===== config.mk =====
export PLATFORM = sky130hd
export DESIGN_NAME = mem_arbiter
export DESIGN_NICKNAME = d
export VERILOG_FILES = /design/src/rtl/mem_arbiter.sv
export SDC_FILE = /design/constraint.sdc
export NUM_CORES = 1
export LEC_CHECK = 0
export ABC_CLOCK_PERIOD_IN_PS = 4000
export CAP_MARGIN = 20
export CORE_ASPECT_RATIO = 1.5
export CORE_MARGIN = 2
export CORE_UTILIZATION = 33
export CTS_CLUSTER_DIAMETER = 40
export DETAILED_ROUTE_END_ITERATION = 10
export GPL_TIMING_DRIVEN = 0
export PLACE_DENSITY = 0.92
export SLEW_MARGIN = 0
export SYNTH_ARGS = -nofsm -noshare
export SYNTH_HDL_FRONTEND = slang
export SYNTH_SLANG_ARGS = --single-unit

===== constraint.sdc =====
create_clock -name clk -period 4 [get_ports clk]
set_input_delay 0.6 -clock clk [delete_from_list [all_inputs] [get_ports clk]]
set_output_delay 0.6 -clock clk [all_outputs]
set_load 0.05 [all_outputs]

===== src/rtl/mem_arbiter.sv =====
// Round-robin arbiter that shares one single-port RAM between the
// instruction-fetch port and the load/store port. One transaction is
// latched at a time: IDLE grants, ACCESS strobes the RAM, RESP acks.
module mem_arbiter #(
  parameter int ADDR_WIDTH = 14,
  parameter int DATA_WIDTH = 32
) (
  input  logic                    clk,
  input  logic                    reset,
  input  logic                    i_req,
  input  logic [ADDR_WIDTH-1:0]   i_addr,
  output logic                    i_ack,
  output logic [DATA_WIDTH-1:0]   i_rdata,
  input  logic                    d_req,
  input  logic                    d_we,
  input  logic [DATA_WIDTH/8-1:0] d_be,
  input  logic [ADDR_WIDTH-1:0]   d_addr,
  input  logic [DATA_WIDTH-1:0]   d_wdata,
  output logic                    d_ack,
  output logic [DATA_WIDTH-1:0]   d_rdata,
  output logic                    mem_en,
  output logic [DATA_WIDTH/8-1:0] mem_we,
  output logic [ADDR_WIDTH-1:0]   mem_addr,
  output logic [DATA_WIDTH-1:0]   mem_wdata,
  input  logic [DATA_WIDTH-1:0]   mem_rdata
);

  localparam int BE_WIDTH = DATA_WIDTH / 8;

  typedef enum logic [1:0] {
    S_IDLE,
    S_ACCESS,
    S_RESP
  } state_e;

  typedef enum logic {
    PORT_FETCH,
    PORT_DATA
  } port_e;

  state_e                state_q, state_d;
  port_e                 last_grant_q, last_grant_d;
  port_e                 grant_q, grant_d;
  port_e                 win_port;
  logic                  mem_en_q, mem_en_d;
  logic [BE_WIDTH-1:0]   mem_we_q, mem_we_d;
  logic [ADDR_WIDTH-1:0] mem_addr_q, mem_addr_d;
  logic [DATA_WIDTH-1:0] mem_wdata_q, mem_wdata_d;

  // State register and RAM-side transaction registers
  always_ff @(posedge clk) begin
    if (reset) begin
      state_q      <= S_IDLE;
      last_grant_q <= PORT_DATA;
      grant_q      <= PORT_FETCH;
      mem_en_q     <= 1'b0;
      mem_we_q     <= '0;
      mem_addr_q   <= '0;
      mem_wdata_q  <= '0;
    end else begin
      state_q      <= state_d;
      last_grant_q <= last_grant_d;
      grant_q      <= grant_d;
      mem_en_q     <= mem_en_d;
      mem_we_q     <= mem_we_d;
      mem_addr_q   <= mem_addr_d;
      mem_wdata_q  <= mem_wdata_d;
    end
  end

  // Next-state: requests are only looked at in IDLE
  always_comb begin
    state_d = state_q;
    case (state_q)
      S_IDLE:   if (i_req || d_req) state_d = S_ACCESS;
      S_ACCESS: state_d = S_RESP;
      S_RESP:   state_d = S_IDLE;
      default:  state_d = S_IDLE;
    endcase
  end

  // Winner selection and latching of the winner's transaction into mem_*
  always_comb begin
    if (i_req && d_req) begin
      win_port = (last_grant_q == PORT_DATA) ? PORT_FETCH : PORT_DATA;
    end else if (d_req) begin
      win_port = PORT_DATA;
    end else begin
      win_port = PORT_FETCH;
    end

    last_grant_d = last_grant_q;
    grant_d      = grant_q;
    mem_en_d     = mem_en_q;
    mem_we_d     = mem_we_q;
    mem_addr_d   = mem_addr_q;
    mem_wdata_d  = mem_wdata_q;

    case (state_q)
      S_IDLE: begin
        if (i_req || d_req) begin
          grant_d      = win_port;
          last_grant_d = win_port;
          mem_en_d     = 1'b1;
          if (win_port == PORT_DATA) begin
            mem_addr_d  = d_addr;
            mem_wdata_d = d_wdata;
            mem_we_d    = d_we ? d_be : '0;
          end else begin
            mem_addr_d  = i_addr;
            mem_wdata_d = '0;
            mem_we_d    = '0;
          end
        end
      end
      S_ACCESS: begin
        mem_en_d = 1'b0;
        mem_we_d = '0;
      end
      default: ;
    endcase
  end

  // Acks decoded from registered state and grant; read data gated by ack
  always_comb begin
    i_ack   = (state_q == S_RESP) && (grant_q == PORT_FETCH);
    d_ack   = (state_q == S_RESP) && (grant_q == PORT_DATA);
    i_rdata = i_ack ? mem_rdata : '0;
    d_rdata = d_ack ? mem_rdata : '0;
  end

  assign mem_en    = mem_en_q;
  assign mem_we    = mem_we_q;
  assign mem_addr  = mem_addr_q;
  assign mem_wdata = mem_wdata_q;

endmodule


==> results.cfg <==
[cells_and_area]
antenna_cells = 0
nets = 581
drive_gt1_frac = 0.0520
fillers = 567
final_core_util = 0.669
ff_latch_area_um2 = 1100
multi_input_area_um2 = 1170
areaGrowthSynthToFinish_pct = 99.9
finalNonFillerCells = 561
fin_area_um2 = 4770

[clock_tree]
cts_resized = 0
cts_buffers = 5
insertion_delay_ns = 0.31
root_buffer = clkbuf_8
post_cts_buffers = 0
clockBufferDepth = 2
ctsHoldBuffers = 0
cts-htree-levels = 2
cts_sinks = 55
clk_pin_slew_worst_paths_ns = 0.10
tritoncts = done

[critical_path]
crit_path_max_fanout = 10
required_ns = 3.40
startpoint = state_q[1]
cp-end-kind = output pin
reg2reg_to = mem_addr[6]
ff2ff_setup_slack_ns = 2.45
r2r_start = state_q[0]
worst-endpoint-arrival_ns = 2.76
critPathLaunchType = register
r2r_cells = 5
critical_path_class = register to output pin

[synth]
ys_warn_count = 0
synth_area_um2 = 2380
avgSynthCellArea_um2 = 9.32
synth_top_area_frac = 0.462
yosys-top-cells-area = dfxtp_1 (46%), and2_1 (17%), a22o_1 (13%)
synthCells = 256
ys_seq_area_frac = 0.462
synth_top_area_cell = dfxtp_1
synth-seq-cells = 55
yosysUniqueCellTypes = 23
syn_nets = 357

[min_path]
worstHoldStart = state_q[1]
holdPathStages = 1
hp-class = register to register
min_to = state_q[1]

[die]
rows = 38
io_pins = 218
initial_core_util = 0.334
die_y_um = 108
die_area_um2 = 7940
fp.dieW_um = 73.4
coreArea_um2 = 7130

[power_and_ir_drop]
p_leak_nw = 1.84
intPower_mw = 0.990
pwr-share-seq = 0.414
p_per_area_nw_per_um2 = 309
p_total_mw = 1.47
netSwitchingPower_mw = 0.481
peakVddDrop_mv = 0.186
clockPowerShare = 0.249
p_sw_frac = 0.327
pwr-share-comb = 0.337

[sta]
finalHoldViolCount = 0
setup_viol = 0
final.setup.tns_ns = 0
finalCritPeriodShare = 0.841
tightestPinTransition_ns = 0.718
min_period_ns = 3.36
fmax_mhz = 297
rsz0062_at_grt = false
clock-skew-final_ns = 0.0167
slew_headroom = 0.520
final_max_slew_viol_count = 0

[job]
drv_cap = 0

[place]
gp_congestion = 0.775
dp.cells = 553
io_buffers = 217
hpwl_um = 7410
place_area_um2 = 4660

[detailed_routing]
ant_nets = 0
drtIter0Drc = 81
num_vias = 2767
drc = 0
wire_per_inst_um = 15.6
wirelength_um = 8750
vias_per_cell = 4.93
drt_pre_antenna_iters = 4

[global_route]
grtUsageMet2 = 0.398
grt_overflow = 0
grt_max_degree = 18
grt_pass1_wl_um = 13000
grt_pass1_vias = 2652
use_met1 = 0.212
top_usage_layer = met2
use_met3 = 0.0606
antenna_found_initial = 0
grt_usage = 0.206

[outcome]
status = finished clean
-- placed cells by master, fill, tap and decap left out, types with 5 or more instances in the layout --
cell type          n
a21oi_1           17
a22o_1            36
a311oi_1          14
and2_1            64
buf_2             10
buf_4              5
clkbuf_1           7
clkbuf_8           5
clkdlybuf4s50_1  217
dfxtp_1           55
nand2_1           29
-- through the flow --
stage,hold slack (ns),setup slack (ns)
6_report,0.478,0.637
5_1_grt,0.501,0.412
4_1_cts,0.487,0.565
3_5_place_dp,0.461,0.932
3_3_place_gp,0.450,1.03
2_1_floorplan,0.436,1.77
-- how the worst max path moves through the flow --
stage | endpoint | slack (ns)
after floorplan | d_rdata[22] | 1.77
after global placement | d_rdata[12] | 1.03
after detailed placement | d_rdata[19] | 0.93
after CTS | d_rdata[19] | 0.57
after global routing | d_rdata[19] | 0.41
final | d_rdata[19] | 0.64
-- power groups by stage --
stage          registers, mW  clock network (mW)  logic, mW
3_3_place_gp           0.619                   0      0.489
4_1_cts                0.609               0.374      0.498
2_1_floorplan          0.741                   0      0.150
5_1_grt                0.613               0.393      0.523
3_5_place_dp           0.621                   0      0.496
6_report               0.609               0.366      0.496
-- cells by family (layout without fill, tap and decap cells) --
kind of cell	after synthesis	after routing	synth area share
buf+inv	22	247	0.0477
flops	55	55	0.462
compound gates	73	73	0.238
simple gates	106	106	0.253
-- area by class of cell --
| type | instances | area share |
|---|---|---|
| plain buffers | 21 | 0.0231 |
| clock buffers | 6 | 0.0152 |
| clock inverters | 2 | 0.00813 |
| inverters | 1 | 0.000787 |
| multi-input cells | 179 | 0.245 |
| flip-flops and latches | 55 | 0.231 |
| well taps | 80 | 0.0210 |
| repair buffers | 217 | 0.456 |
-- Yosys cell counts --
master / instances
a211oi_1: 1
a21bo_1: 1
a21boi_1: 1
a21oi_1: 17
a21oi_2: 1
a22o_1: 36
a311oi_1: 14
and2_1: 64
buf_2: 10
buf_4: 5
clkbuf_1: 6
dfxtp_1: 55
inv_1: 1
nand2_1: 29
nand3b_1: 1
nor2_1: 3
nor3_1: 2
nor3_4: 1
nor3b_1: 2
nor4b_2: 1
o21ai_0: 2
or2_0: 2
or3_1: 1
-- per-layer routing --
| layer | routed length [um] | vias to the layer above |
|---|---|---|
| met5 | 0 | - |
| met4 | 95 | 0 |
| met3 | 740 | 10 |
| met2 | 4800 | 118 |
| met1 | 3120 | 1286 |
| li1 | - | 1353 |
-- sequential cells by signal, indices dropped and copies added (netlist names) --
signal        count
state_q           2
mem_wdata        32
mem_we            4
mem_addr         14
mem_en            1
last_grant_q      1
grant_q           1
-- critical path: stages, from the launching register on --
cell	delay [ns]
dfxtp_1	0.38
inv_1	0.11
nor3b_1	0.61
clkbuf_1	0.32
and2_1	0.21
clkdlybuf4s50_1	0.83
Note: power is estimated with default switching activity, not from simulation.
